<file path="config.mk">
export PLATFORM = sky130hd
export DESIGN_NAME = uart_tx_arbiter
export DESIGN_NICKNAME = d
export VERILOG_FILES = /design/src/rtl/uart_tx_arbiter.sv
export SDC_FILE = /design/constraint.sdc
export NUM_CORES = 1
export LEC_CHECK = 0
export ABC_AREA = 0
export CAP_MARGIN = 20
export CORE_ASPECT_RATIO = 0.6
export CORE_MARGIN = 2
export CORE_UTILIZATION = 60
export DETAILED_ROUTE_END_ITERATION = 10
export DONT_BUFFER_PORTS = 1
export PLACE_DENSITY = 0.87
export SYNTH_ARGS = -nofsm -noshare
export SYNTH_HDL_FRONTEND = slang
export SYNTH_SLANG_ARGS = --single-unit
export TNS_END_PERCENT = 10
</file>
<file path="constraint.sdc">
create_clock -name clk -period 4.3 [get_ports clk]
set_clock_uncertainty 0.15 [all_clocks]
set_input_delay 0.645 -clock clk [delete_from_list [all_inputs] [get_ports clk]]
set_output_delay 0.645 -clock clk [all_outputs]
set_load 0.05 [all_outputs]
</file>
<file path="src/rtl/uart_tx_arbiter.sv">
// uart_tx_arbiter: merges UART byte stores from both issue lanes into one
// in-order queue and drains it to the UART core one frame time apart.
// Lane 1 is queued ahead of lane 2 when both store in the same cycle.
module uart_tx_arbiter #(
  parameter int unsigned DEPTH      = 16,
  parameter int unsigned PTR_W      = 4,
  parameter int unsigned GAP_CYCLES = 8680
) (
  input  logic             clk,
  input  logic             rst,
  input  logic             wr1_i,
  input  logic [7:0]       data1_i,
  input  logic             wr2_i,
  input  logic [7:0]       data2_i,
  output logic             uart_wr_o,
  output logic [7:0]       uart_dat_o,
  output logic             stall_o,
  output logic             overflow_o,
  output logic [PTR_W:0]   count_o,
  output logic             idle_o
);

  localparam int unsigned GAP_W = (GAP_CYCLES > 2) ? $clog2(GAP_CYCLES) : 1;

  typedef enum logic {
    S_IDLE,
    S_WAIT
  } state_t;

  logic [7:0]       r_mem [DEPTH];
  logic [PTR_W-1:0] r_head;
  logic [PTR_W-1:0] r_tail;
  logic [PTR_W:0]   r_count;
  logic             r_overflow;
  logic             r_uart_wr;
  logic [7:0]       r_uart_dat;
  state_t           r_state;
  logic [GAP_W-1:0] r_gap;

  state_t           w_state_next;
  logic [GAP_W-1:0] w_gap_next;
  logic             w_pop;
  logic [PTR_W:0]   w_free;
  logic             w_acc1;
  logic             w_acc2;
  logic             w_drop;
  logic [1:0]       w_push_n;
  logic [PTR_W-1:0] w_wptr2;

  // Admission: free space is taken from the registered count, so a pop on
  // this same edge never makes room for a push arriving alongside it.
  always_comb begin
    w_free   = (PTR_W+1)'(DEPTH) - r_count;
    w_acc1   = wr1_i && (w_free != '0);
    if (wr1_i) begin
      w_acc2 = wr2_i && (w_free >= (PTR_W+1)'(2));
    end else begin
      w_acc2 = wr2_i && (w_free != '0);
    end
    w_drop   = (wr1_i && !w_acc1) || (wr2_i && !w_acc2);
    w_push_n = {1'b0, w_acc1} + {1'b0, w_acc2};
    w_wptr2  = w_acc1 ? (r_tail + PTR_W'(1)) : r_tail;
  end

  // Queue storage; stale entries are harmless because the pointers reset.
  always_ff @(posedge clk) begin
    if (w_acc1) begin
      r_mem[r_tail] <= data1_i;
    end
    if (w_acc2) begin
      r_mem[w_wptr2] <= data2_i;
    end
  end

  // Pointers, exact occupancy count and sticky drop flag.
  always_ff @(posedge clk) begin
    if (rst) begin
      r_head     <= '0;
      r_tail     <= '0;
      r_count    <= '0;
      r_overflow <= 1'b0;
    end else begin
      r_tail  <= r_tail + PTR_W'(w_push_n);
      r_head  <= r_head + PTR_W'(w_pop);
      r_count <= r_count + (PTR_W+1)'(w_push_n) - (PTR_W+1)'(w_pop);
      if (w_drop) begin
        r_overflow <= 1'b1;
      end
    end
  end

  // Drain FSM state register and frame-gap counter.
  always_ff @(posedge clk) begin
    if (rst) begin
      r_state <= S_IDLE;
      r_gap   <= '0;
    end else begin
      r_state <= w_state_next;
      r_gap   <= w_gap_next;
    end
  end

  // Drain FSM next state: pop one byte when idle and non-empty, then sit
  // out the rest of the frame time counting down the gap.
  always_comb begin
    w_state_next = r_state;
    w_gap_next   = r_gap;
    w_pop        = 1'b0;
    case (r_state)
      S_IDLE: begin
        if (r_count != '0) begin
          w_pop        = 1'b1;
          w_gap_next   = GAP_W'(GAP_CYCLES - 1);
          w_state_next = S_WAIT;
        end
      end
      S_WAIT: begin
        w_gap_next = r_gap - GAP_W'(1);
        if (r_gap == GAP_W'(1)) begin
          w_state_next = S_IDLE;
        end
      end
      default: begin
        w_state_next = S_IDLE;
      end
    endcase
  end

  // Registered write strobe and data to the UART core; data holds between pulses.
  always_ff @(posedge clk) begin
    if (rst) begin
      r_uart_wr  <= 1'b0;
      r_uart_dat <= '0;
    end else begin
      r_uart_wr <= w_pop;
      if (w_pop) begin
        r_uart_dat <= r_mem[r_head];
      end
    end
  end

  assign uart_wr_o  = r_uart_wr;
  assign uart_dat_o = r_uart_dat;
  assign overflow_o = r_overflow;
  assign count_o    = r_count;
  assign stall_o    = (r_count >= (PTR_W+1)'(DEPTH - 2));
  assign idle_o     = (r_count == '0) && (r_state == S_IDLE);

endmodule

</file>
After elaboration in Yosys (flattened, before gate mapping):

Memory sizes are Yosys's and may differ from the RTL's. A register that Yosys moved wholly into a read port is not among the register bits.
Cells that the tools add are included.

* register bits after elaboration: 30
* bits in latches: 0
* bits in writable memories: 128
* memory bits (read-only): 0
* input bits: 20
* output and inout bits: 17
* logic and storage cells: 45
* memories: 1

* add/sub/neg operators: 8
* multiply operators: 0
* divide/modulo/power cells: 0
* magnitude comparators: 2
* equal/unequal tests: 2
* shift-type cells: 0
* mux-type cells: 12
* bitwise logic cells: 1
* reduce and logical (&&, ||, !) cells: 12

Memory list
* r_mem: depth 16, bits a word 8, read ports 1, clocked after Yosys merged registers in 1, wr ports 2, RTL line 30 `logic [7:0] r_mem [DEPTH];`

Operators with widths (number)
* $pmux 14 s2: 1
* $eq 14x1->1 const B: 1
* $mux 14: 1
* $sub 14x1->14 const B: 1
* $reduce_bool 5->1: 2
* $mux 1: 8
* $logic_and 1x1->1: 6
* $add 5x2->5: 1
* $ge 5x2->1 const B: 1
* $ge 5x4->1 const B: 1
* $logic_not 5->1: 1
* $sub 5x1->5: 1
* $sub 5x5->5 const A: 1
* $add 4x1->4: 1
* $add 4x1->4 const B: 1
* $add 4x2->4: 1
* $mux 4: 1
* $add 1x1->2: 1
* $logic_not 1->1: 2
* $ne 2x2->1 const B: 1
* $pmux 1 s2: 1
* $logic_or 1x1->1: 1
* $not 1->1: 1

Longest topological paths before layout:

Gate-level depths: netlist of run 1.

* word-level depth: 7
* depth in mapped cells: 20
* mapped depth without buffers: 19

Worst setup path before layout of run 1:

No wires, ideal clock.

* path kind: reg-to-reg
* start point: register r_count[2], in the netlist count_o[2]
* end point: register r_count[4], in the netlist count_o[4]
* setup time: 128 ps
* arrival time: 3707 ps
* data required time: 4022 ps
* path slack: 316 ps
* stages on the path, launching flop included: 21
* path buffers: 1
* cells stage by stage: dfxtp_1 > inv_1 > ha_1 > and2_1 > ha_1 > nand3b_1 > a21o_1 > buf_6 > nand2_1 > inv_1 > ha_1 > inv_1 > ha_1 > inv_1 > ha_1 > fa_1 > a21oi_1 > nor2_1 > nor2_1 > xor2_1 > nor2_1

* word-level cells in the longest chain between the ends: 7
* elaborated cells on any way between the ends: 13

Ends and longest elaborated chain
* start, declared: RTL line 33 `logic [PTR_W:0] r_count;`
* start signal, assigned: RTL line 85 `r_count <= r_count + (PTR_W+1)'(w_push_n) - (PTR_W+1)'(w_pop);`
* $sub 5x5->5: RTL line 53 `w_free = (PTR_W+1)'(DEPTH) - r_count;`
* $ge 5x2->1 / $reduce_bool 5->1 (equally long branches): RTL line 56, 54, 58
* $logic_and 1x1->1 (on tied branches): RTL line 56, 58
* $mux 1: RTL line 55 `if (wr1_i) begin`
* $add 1x1->2: RTL line 61 `w_push_n = {1'b0, w_acc1} + {1'b0, w_acc2};`
* $add 5x2->5: RTL line 85
* $sub 5x1->5 (*): RTL line 85

Mark *: on every way between the ends. The rest lies on a longest branch, timed or not.
A chain may end at the register's enable or synchronous reset.

Final worst setup path of run 1:

* start point: register r_count[0], in the netlist count_o[0]
* end point: register r_count[4], in the netlist count_o[4]

Same word-level chain as after synthesis.

==> flow_summary.toml, run 1 <==
[yosys]
netlist_instances = 638
avgSynthCellArea_sq_um = 13.9
yosys_warnings = 0
syn_nets = 683
synth-seq-cells = 166
synth_area_sq_um = 8880
seq_area_frac_synth_pct = 51.8
synth.distinct_cells = 59
async_flop_share_pct = 0
synth_ff_type = "edfxtp_1"
synth-edff-count = 128

[cts]
insertion_delay_ps = 430
post-cts-setup-buffers = 0
clk_path_buf_depth = 2
cts_sinks = 166
root_buffer = "clkbuf_16"
cts_hold_buf = 0
clk_pin_slew_ps = 70
cts_resized = 0
cts_buffers = 17
cts_tree = "done"
htree_levels = 4

[global_route]
grt_pass1_vias = 5624
grt_max_degree = 39
antenna_found_initial = 0
grt_overflow = 0
grt_pass1_wl_um = 33600
grt_use_total_pct = 28.8

[floorplanning]
rows = 34
start_util_pct = 61.4
die_w_um = 161
dieArea_sq_um = 15800
core_area_sq_um = 14500
io-pin-count = 37
die-height_um = 98.2

[final_layout]
final_util_pct = 66.8
layout_commonest_cell = "edfxtp_1"
drive_gt1_share_pct = 38.0
fillers = 987
final_cell_mix = "128 x edfxtp_1, 121 x mux2_2, 40 x mux4_2"
area_delta_synth_final_pct = 8.86
antennaDiodeCount = 0
nets = 680

[routing]
drt_iter0_drc = 748
drtAntennaViolNets = 0
drc = 0
wl_per_cell_um = 25.6
drt_wl_total_um = 21600
dr.pass1.iters = 6
vias = 5653
vias_per_cell = 6.68

[sta]
hold_violations = 0
setup_viol = 0
tns_ps = 0
fin_crit_ps = 3810
slew_headroom_pct = 38.5
fmax_mhz = 263
rsz0062_at_grt = "false"
fin_crit_sh_pct = 88.5
final_max_slew_viol_count = 0
worst_slew_pin_slew_ps = 913

[power]
p_leak_nw = 3.31
ir_worst_vdd_mv = 0.331
netSwitchingFraction_pct = 37.1
combPwrFrac_pct = 36.8
clkPwrFrac_pct = 23.7
sequentialPowerShare_pct = 39.5
power_density_nw_per_um2 = 647
p_sw_mw = 2.32
p_int_mw = 3.93

[worst_setup_path]
cp-start-kind = "register"
cpMostUsedCell = "ha_1"
arrival_ps = 3980
path_cells = "inv_1, ha_1, and2_1, ha_1, nand3b_1, a21o_1, nand2_1, inv_1, ha_1, inv_1, ha_1, inv_1, ha_1, fa_1, a21oi_1, nor2_1, nor2_1, xor2_1, nor2_1"
cpLargestDelayFamily = "adder cells"
path_max_fanout = 5
crit_required_ps = 4470
max_stage_delay_ps = 410
crit_path_end_kind = "register"
cp.buffers_inverters = 4
worst_path_max_delay_cell = "fa_1"
worstSetupPathType = "register to register"

[run]
cap_violations = 0

[place]
port_buffers = 0
gp_routability_congestion = 1.06
hpwl_um = 14900

[min_path]
hold_path.class = "input pin to register"

[run_status]
run_status = "finished clean"
cell usage after synthesis (5+ instances only):
master / instances / area [sq um]
mux4_2: 40 / 901
nor3_1: 9 / 45.0
a21oi_1: 21 / 105
nor2_1: 24 / 90.1
xnor2_1: 5 / 43.8
clkbuf_1: 32 / 120
nor2_4: 5 / 56.3
nand3_1: 5 / 25.0
o21ai_0: 16 / 80.1
ha_1: 23 / 288
nor2b_1: 11 / 68.8
and2_1: 5 / 31.3
nand2_1: 35 / 131
mux2_4: 8 / 120
o22ai_1: 7 / 43.8
buf_2: 6 / 30.0
dfxtp_1: 38 / 761
nand2b_1: 5 / 31.3
inv_1: 22 / 82.6
a211oi_1: 7 / 52.6
mux2_2: 121 / 1360
edfxtp_1: 128 / 3840
sequential cells by signal (all words and copies together) (netlist names):
signal / cells
r_mem: 128
overflow_o: 1
r_head: 4
uart_wr_o: 1
uart_dat_o: 8
r_state: 1
r_tail: 4
count_o: 5
r_gap: 14
worst reg2reg max path: stages, from the launching register on:
cell,delay [ps]
dfxtp_1,350
inv_1,90
ha_1,260
and2_1,160
ha_1,320
nand3b_1,120
a21o_1,180
nand2_1,140
inv_1,60
ha_1,310
inv_1,50
ha_1,260
inv_1,40
ha_1,200
fa_1,410
a21oi_1,140
nor2_1,60
nor2_1,130
xor2_1,180
nor2_1,70
per-stage QoR:
step / instance area [sq um] / power [mW] / hold WS [ps] / setup WS [ps] / instances
2_1_floorplan: 8880 / 4.16 / 304 / 316 / 638
3_3_place_gp: 9090 / 4.64 / 308 / 835 / 814
3_5_place_dp: 9090 / 4.76 / 327 / 576 / 814
4_1_cts: 9670 / 6.23 / 112 / 530 / 846
5_1_grt: 9670 / 6.55 / 108 / 265 / 846
6_report: 9670 / 6.25 / 127 / 495 / 846
power groups by stage:
stage	clock, mW	sequential, mW	combinational, mW
2_1_floorplan	0	2.46	1.70
3_3_place_gp	0	2.48	2.16
3_5_place_dp	0	2.50	2.25
4_1_cts	1.49	2.47	2.27
5_1_grt	1.56	2.51	2.49
6_report	1.48	2.47	2.30
worst paths after layout:
path | cells past startpoint | slack (ps) | from | endpoint
max | 19 | 490 | count_o[0] | count_o[4]
min reg2reg | 1 | 350 | r_gap[7] | r_gap[7]
min | 1 | 130 | rst | uart_wr_o
max reg2reg | 19 | 490 | count_o[0] | count_o[4]
logic make-up after synthesis:
| family | synth area share (%) |
|---|---|
| AO/OA/AOI/OAI | 5.80 |
| XOR/XNOR | 0.690 |
| adder cells (fa/ha/maj) | 3.80 |
| buffers and inverters | 3.47 |
| flip-flops | 51.8 |
| multiplexers | 27.1 |
| AND/OR/NAND/NOR | 7.30 |
area by class of cell:
class / count / area (sq um) / area share [%]
tap: 198 / 248 / 2.56
clock inverter: 13 / 111 / 1.15
sequential: 166 / 4610 / 47.6
timing repair buffer: 25 / 188 / 1.94
inverter: 22 / 82.6 / 0.854
multi-input combinational: 403 / 3970 / 41.1
clock buffer: 19 / 464 / 4.80
layer usage:
layer | global-route usage (%) | vias to the layer above | routed length (um)
li1 | - | 2430 | -
met1 | 40.4 | 2827 | 8860
met2 | 42.6 | 361 | 9660
met3 | 11.3 | 35 | 2790
met4 | 7.49 | 0 | 329
met5 | 0 | - | 0
Power figures use the tool's default switching activity.
==> run 2, diff against run 1 <==
- CELL_PAD_IN_SITES_DETAIL_PLACEMENT: default -> 0
- CELL_PAD_IN_SITES_GLOBAL_PLACEMENT: default -> 1
- CORE_UTILIZATION: 60 -> 54
- PLACE_DENSITY: 0.87 -> 0.91
- RECOVER_POWER: default -> 25
==> flow_summary.toml, run 2 (same netlist as run 1, synthesis figures left out) <==
[worst_setup_path]
worst_path_max_delay_cell = "clkbuf_1"
crit_required_ps = 4210
crit_cells = 11
cp-start-kind = "register"
reg2reg_slack_ps = 380
max_stage_delay_ps = 510
crit_start = "count_o[0]"
crit_path_end_kind = "register"
arrival_ps = 3830
rr_startpoint = "count_o[0]"
r2r_end = "r_mem[14][3]"
cpLargestDelayFamily = "compound AO/OA/AOI/OAI gates"
worstSetupPathType = "register to register"
reg2regPathDepth = 11
path_cells = "inv_1, ha_1, and2_0, ha_1, nand3b_1, a21o_1, clkbuf_1, a211oi_1, o21ai_0, o22ai_1, clkbuf_1"
cp-endpoint = "r_mem[14][3]"
path_max_fanout = 11
cp.buffers_inverters = 3

[cts]
cts_tree = "done"
cts_buffers = 17
cts_resized = 0
cts_hold_buf = 0
clk_pin_slew_ps = 70
root_buffer = "clkbuf_16"
insertion_delay_ps = 440
post-cts-setup-buffers = 0
clk_path_buf_depth = 2
htree_levels = 4
cts_sinks = 166

[final_layout]
drive_gt1_share_pct = 35.9
multiInputGateArea_sq_um = 3960
largest-register = "r_mem"
antennaDiodeCount = 0
final_area_sq_um = 9680
area_delta_synth_final_pct = 9.00
fillers = 1216
nets = 681
final_cell_mix = "128 x edfxtp_1, 121 x mux2_2, 40 x mux4_2"
layout_commonest_cell = "edfxtp_1"
ff_latch_area_sq_um = 4610
largest_reg_flops = 128

[floorplanning]
die-height_um = 103
dieArea_sq_um = 17500
die_w_um = 170
rows = 36
io-pin-count = 37
start_util_pct = 54.9
core_area_sq_um = 16200

[global_route]
antenna_found_initial = 0
grt_pass1_wl_um = 32100
grt_overflow = 0
top_usage_layer = "met2"
gr-usage-met3_pct = 8.71
met2_usage_pct = 37.0
grt_max_degree = 39
grt_use_total_pct = 25.5
grt_pass1_vias = 5390
met1_usage_pct = 36.7

[sta]
tns_ps = 0
setup_viol = 0
rsz0062_at_grt = "false"
fin_crit_ps = 3920
worst_slew_pin_slew_ps = 1100
slew_headroom_pct = 26.0
hold_violations = 0
fmax_mhz = 255
final_max_slew_viol_count = 0
fin_crit_sh_pct = 91.2

[routing]
vias = 5543
drt_wl_total_um = 21300
drc = 0
dr.pass1.iters = 5
wl_per_cell_um = 24.8
drt_iter0_drc = 598
drtAntennaViolNets = 0
vias_per_cell = 6.46

[place]
gp_routability_congestion = 0.873
dpl-instance-area_sq_um = 9100
port_buffers = 0
hpwl_um = 14300

[power]
p_leak_nw = 3.29
ir_worst_vdd_mv = 0.265
total_power_mw = 6.35
power_density_nw_per_um2 = 655

[run_status]
run_status = "finished clean"

[run]
cap_violations = 0

[min_path]
hold_path.class = "input pin to register"
run 2: cell count changes in the layout (fill, tap and decap cells not counted), sizes merged:
cell      delta
clkbuf       +9
clkinv       -3
bufinv       +3
clkinvlp     +1
buf          -9
run 2: layout make-up:
class	instances	area share, %
flip-flops and latches	166	47.6
repair buffers	26	1.59
multi-input cells	403	40.9
inverters	22	0.853
well taps	209	2.70
clock inverters	14	1.94
clock buffers	18	4.43
run 2: worst min path at each step:
stage / startpoint / endpoint / slack, ps / cells after the start
4_1_cts: rst / uart_dat_o[4] / 110 / 1
3_5_place_dp: r_gap[4] / r_gap[4] / 330 / 2
3_3_place_gp: r_gap[7] / r_gap[7] / 310 / 1
5_1_grt: rst / r_gap[0] / 100 / 1
2_1_floorplan: r_gap[4] / r_gap[4] / 300 / 2
6_report: rst / r_gap[0] / 120 / 1
run 2: metal layers:
layer | vias up | part of all wire (%)
li1 | 2427 | -
met1 | 2791 | 44
met2 | 304 | 44
met3 | 21 | 11
met4 | 0 | 1.1
met5 | - | 0
run 2: per-stage QoR:
stage               utilization [%]  cells  worst slack, ps  hold slack [ps]
floorplan                         -    638              316              304
global placement               56.3    824              812              309
detailed placement             56.3    825              703              329
CTS                            60.1    857              690              108
global route                   59.9    858              232              103
finish                         59.9    858              379              122
run 2: power by group:
group | leakage (nW) | switching [mW] | internal [mW]
combinational | 1.51 | 1.29 | 0.988
clock | 0.299 | 0.688 | 0.933
sequential | 1.48 | 0.337 | 2.11
==> run 3, diff against run 2 <==
- CORE_ASPECT_RATIO: 0.6 -> default
- CORE_MARGIN: 2 -> 5
==> flow_summary.toml, run 3 (same netlist as run 1, synthesis figures left out) <==
[routing]
wl_per_cell_um = 23.6
drt_wl_total_um = 20400
drt_iter0_drc = 444
vias_per_cell = 6.23
drtAntennaViolNets = 0
dr.pass1.iters = 5
drc = 0
vias = 5374

[final_layout]
nets = 679
largest-register = "r_mem"
multiInputGateArea_sq_um = 3970
final_cell_mix = "128 x edfxtp_1, 121 x mux2_2, 40 x mux4_2"
layout_commonest_cell = "edfxtp_1"
drive_gt1_share_pct = 36.3
final_area_sq_um = 9680
final_cell_count_no_fill = 863
antennaDiodeCount = 0
area_delta_synth_final_pct = 8.95
ff_latch_area_sq_um = 4610
final_util_pct = 60.5
largest_reg_flops = 128
fillers = 1233

[sta]
tns_ps = 0
rsz0062_at_grt = "false"
slew_headroom_pct = 41.4
fin_crit_ps = 3850
hold_violations = 0
fmax_mhz = 260
final_max_slew_viol_count = 0
fin_ws_ps = 450
fin_crit_sh_pct = 89.5
worst_slew_pin_slew_ps = 879
whs_ps = 129
setup_viol = 0

[power]
power_density_nw_per_um2 = 643
total_power_mw = 6.22
ir_worst_vdd_mv = 0.366
p_leak_nw = 3.27

[run]
cap_violations = 0

[cts]
clk_path_buf_depth = 2
cts_resized = 0
cts_buffers = 17
post-cts-setup-buffers = 0
clk_pin_slew_ps = 60
cts_sinks = 166
htree_levels = 4
cts_tree = "done"
insertion_delay_ps = 430
cts_hold_buf = 0
root_buffer = "clkbuf_16"

[floorplanning]
start_util_pct = 55.5
core_area_sq_um = 16000
die-height_um = 138
rows = 46
io-pin-count = 37
die_w_um = 138
dieArea_sq_um = 19100

[place]
dpl-instance-area_sq_um = 9090
gp_routability_congestion = 0.854
port_buffers = 0
hpwl_um = 14100
dp_slack_ps = 657
dp.cells = 829

[global_route]
grt_max_degree = 39
antenna_found_initial = 0
grt_overflow = 0
grt_pass1_vias = 5567
grt_use_total_pct = 22.0
grt_pass1_wl_um = 32500

[worst_setup_path]
cp-start-kind = "register"
crit_required_ps = 4470
worstSetupPathType = "register to register"
arrival_ps = 4020
path_max_fanout = 6
crit_path_end_kind = "register"

[min_path]
hold_path.class = "input pin to register"

[run_status]
run_status = "finished clean"
[run 3: critical path: stages (launching register included)]
cell	delay [ps]
dfxtp_1	320
clkbuf_1	340
or3_1	470
a21boi_0	320
o221ai_2	260
ha_1	360
inv_1	50
ha_1	260
inv_1	40
ha_1	200
fa_1	420
a21oi_1	150
nor2_1	70
nor2_1	120
xor2_1	170
nor2_1	50
[run 3: metal layers]
layer	track usage [%]	part of all wire, %
met3	5.17	7.3
met1	28.9	40
met2	36.1	51
met4	7.59	2.0
met5	0	0
[run 3: area by class of cell]
type	instances	area share, %
inverters	22	0.853
clock buffers	18	4.44
clock inverters	14	1.80
flip-flops and latches	166	47.6
well taps	216	2.79
multi-input cells	403	41.0
repair buffers	24	1.50
[run 3: worst paths after layout]
| check | cells past startpoint | endpoint | slack [ps] | from |
|---|---|---|---|---|
| setup / recovery | 15 | count_o[4] | 450 | count_o[0] |
| hold / removal | 1 | uart_dat_o[0] | 130 | rst |
| setup reg to reg | 15 | count_o[4] | 450 | count_o[0] |
| hold reg to reg | 2 | r_gap[4] | 330 | r_gap[4] |
[run 3: power breakdown]
group | switching [mW] | internal, mW
Clock | 0.642 | 0.920
Sequential | 0.336 | 2.11
Combinational | 1.23 | 0.979
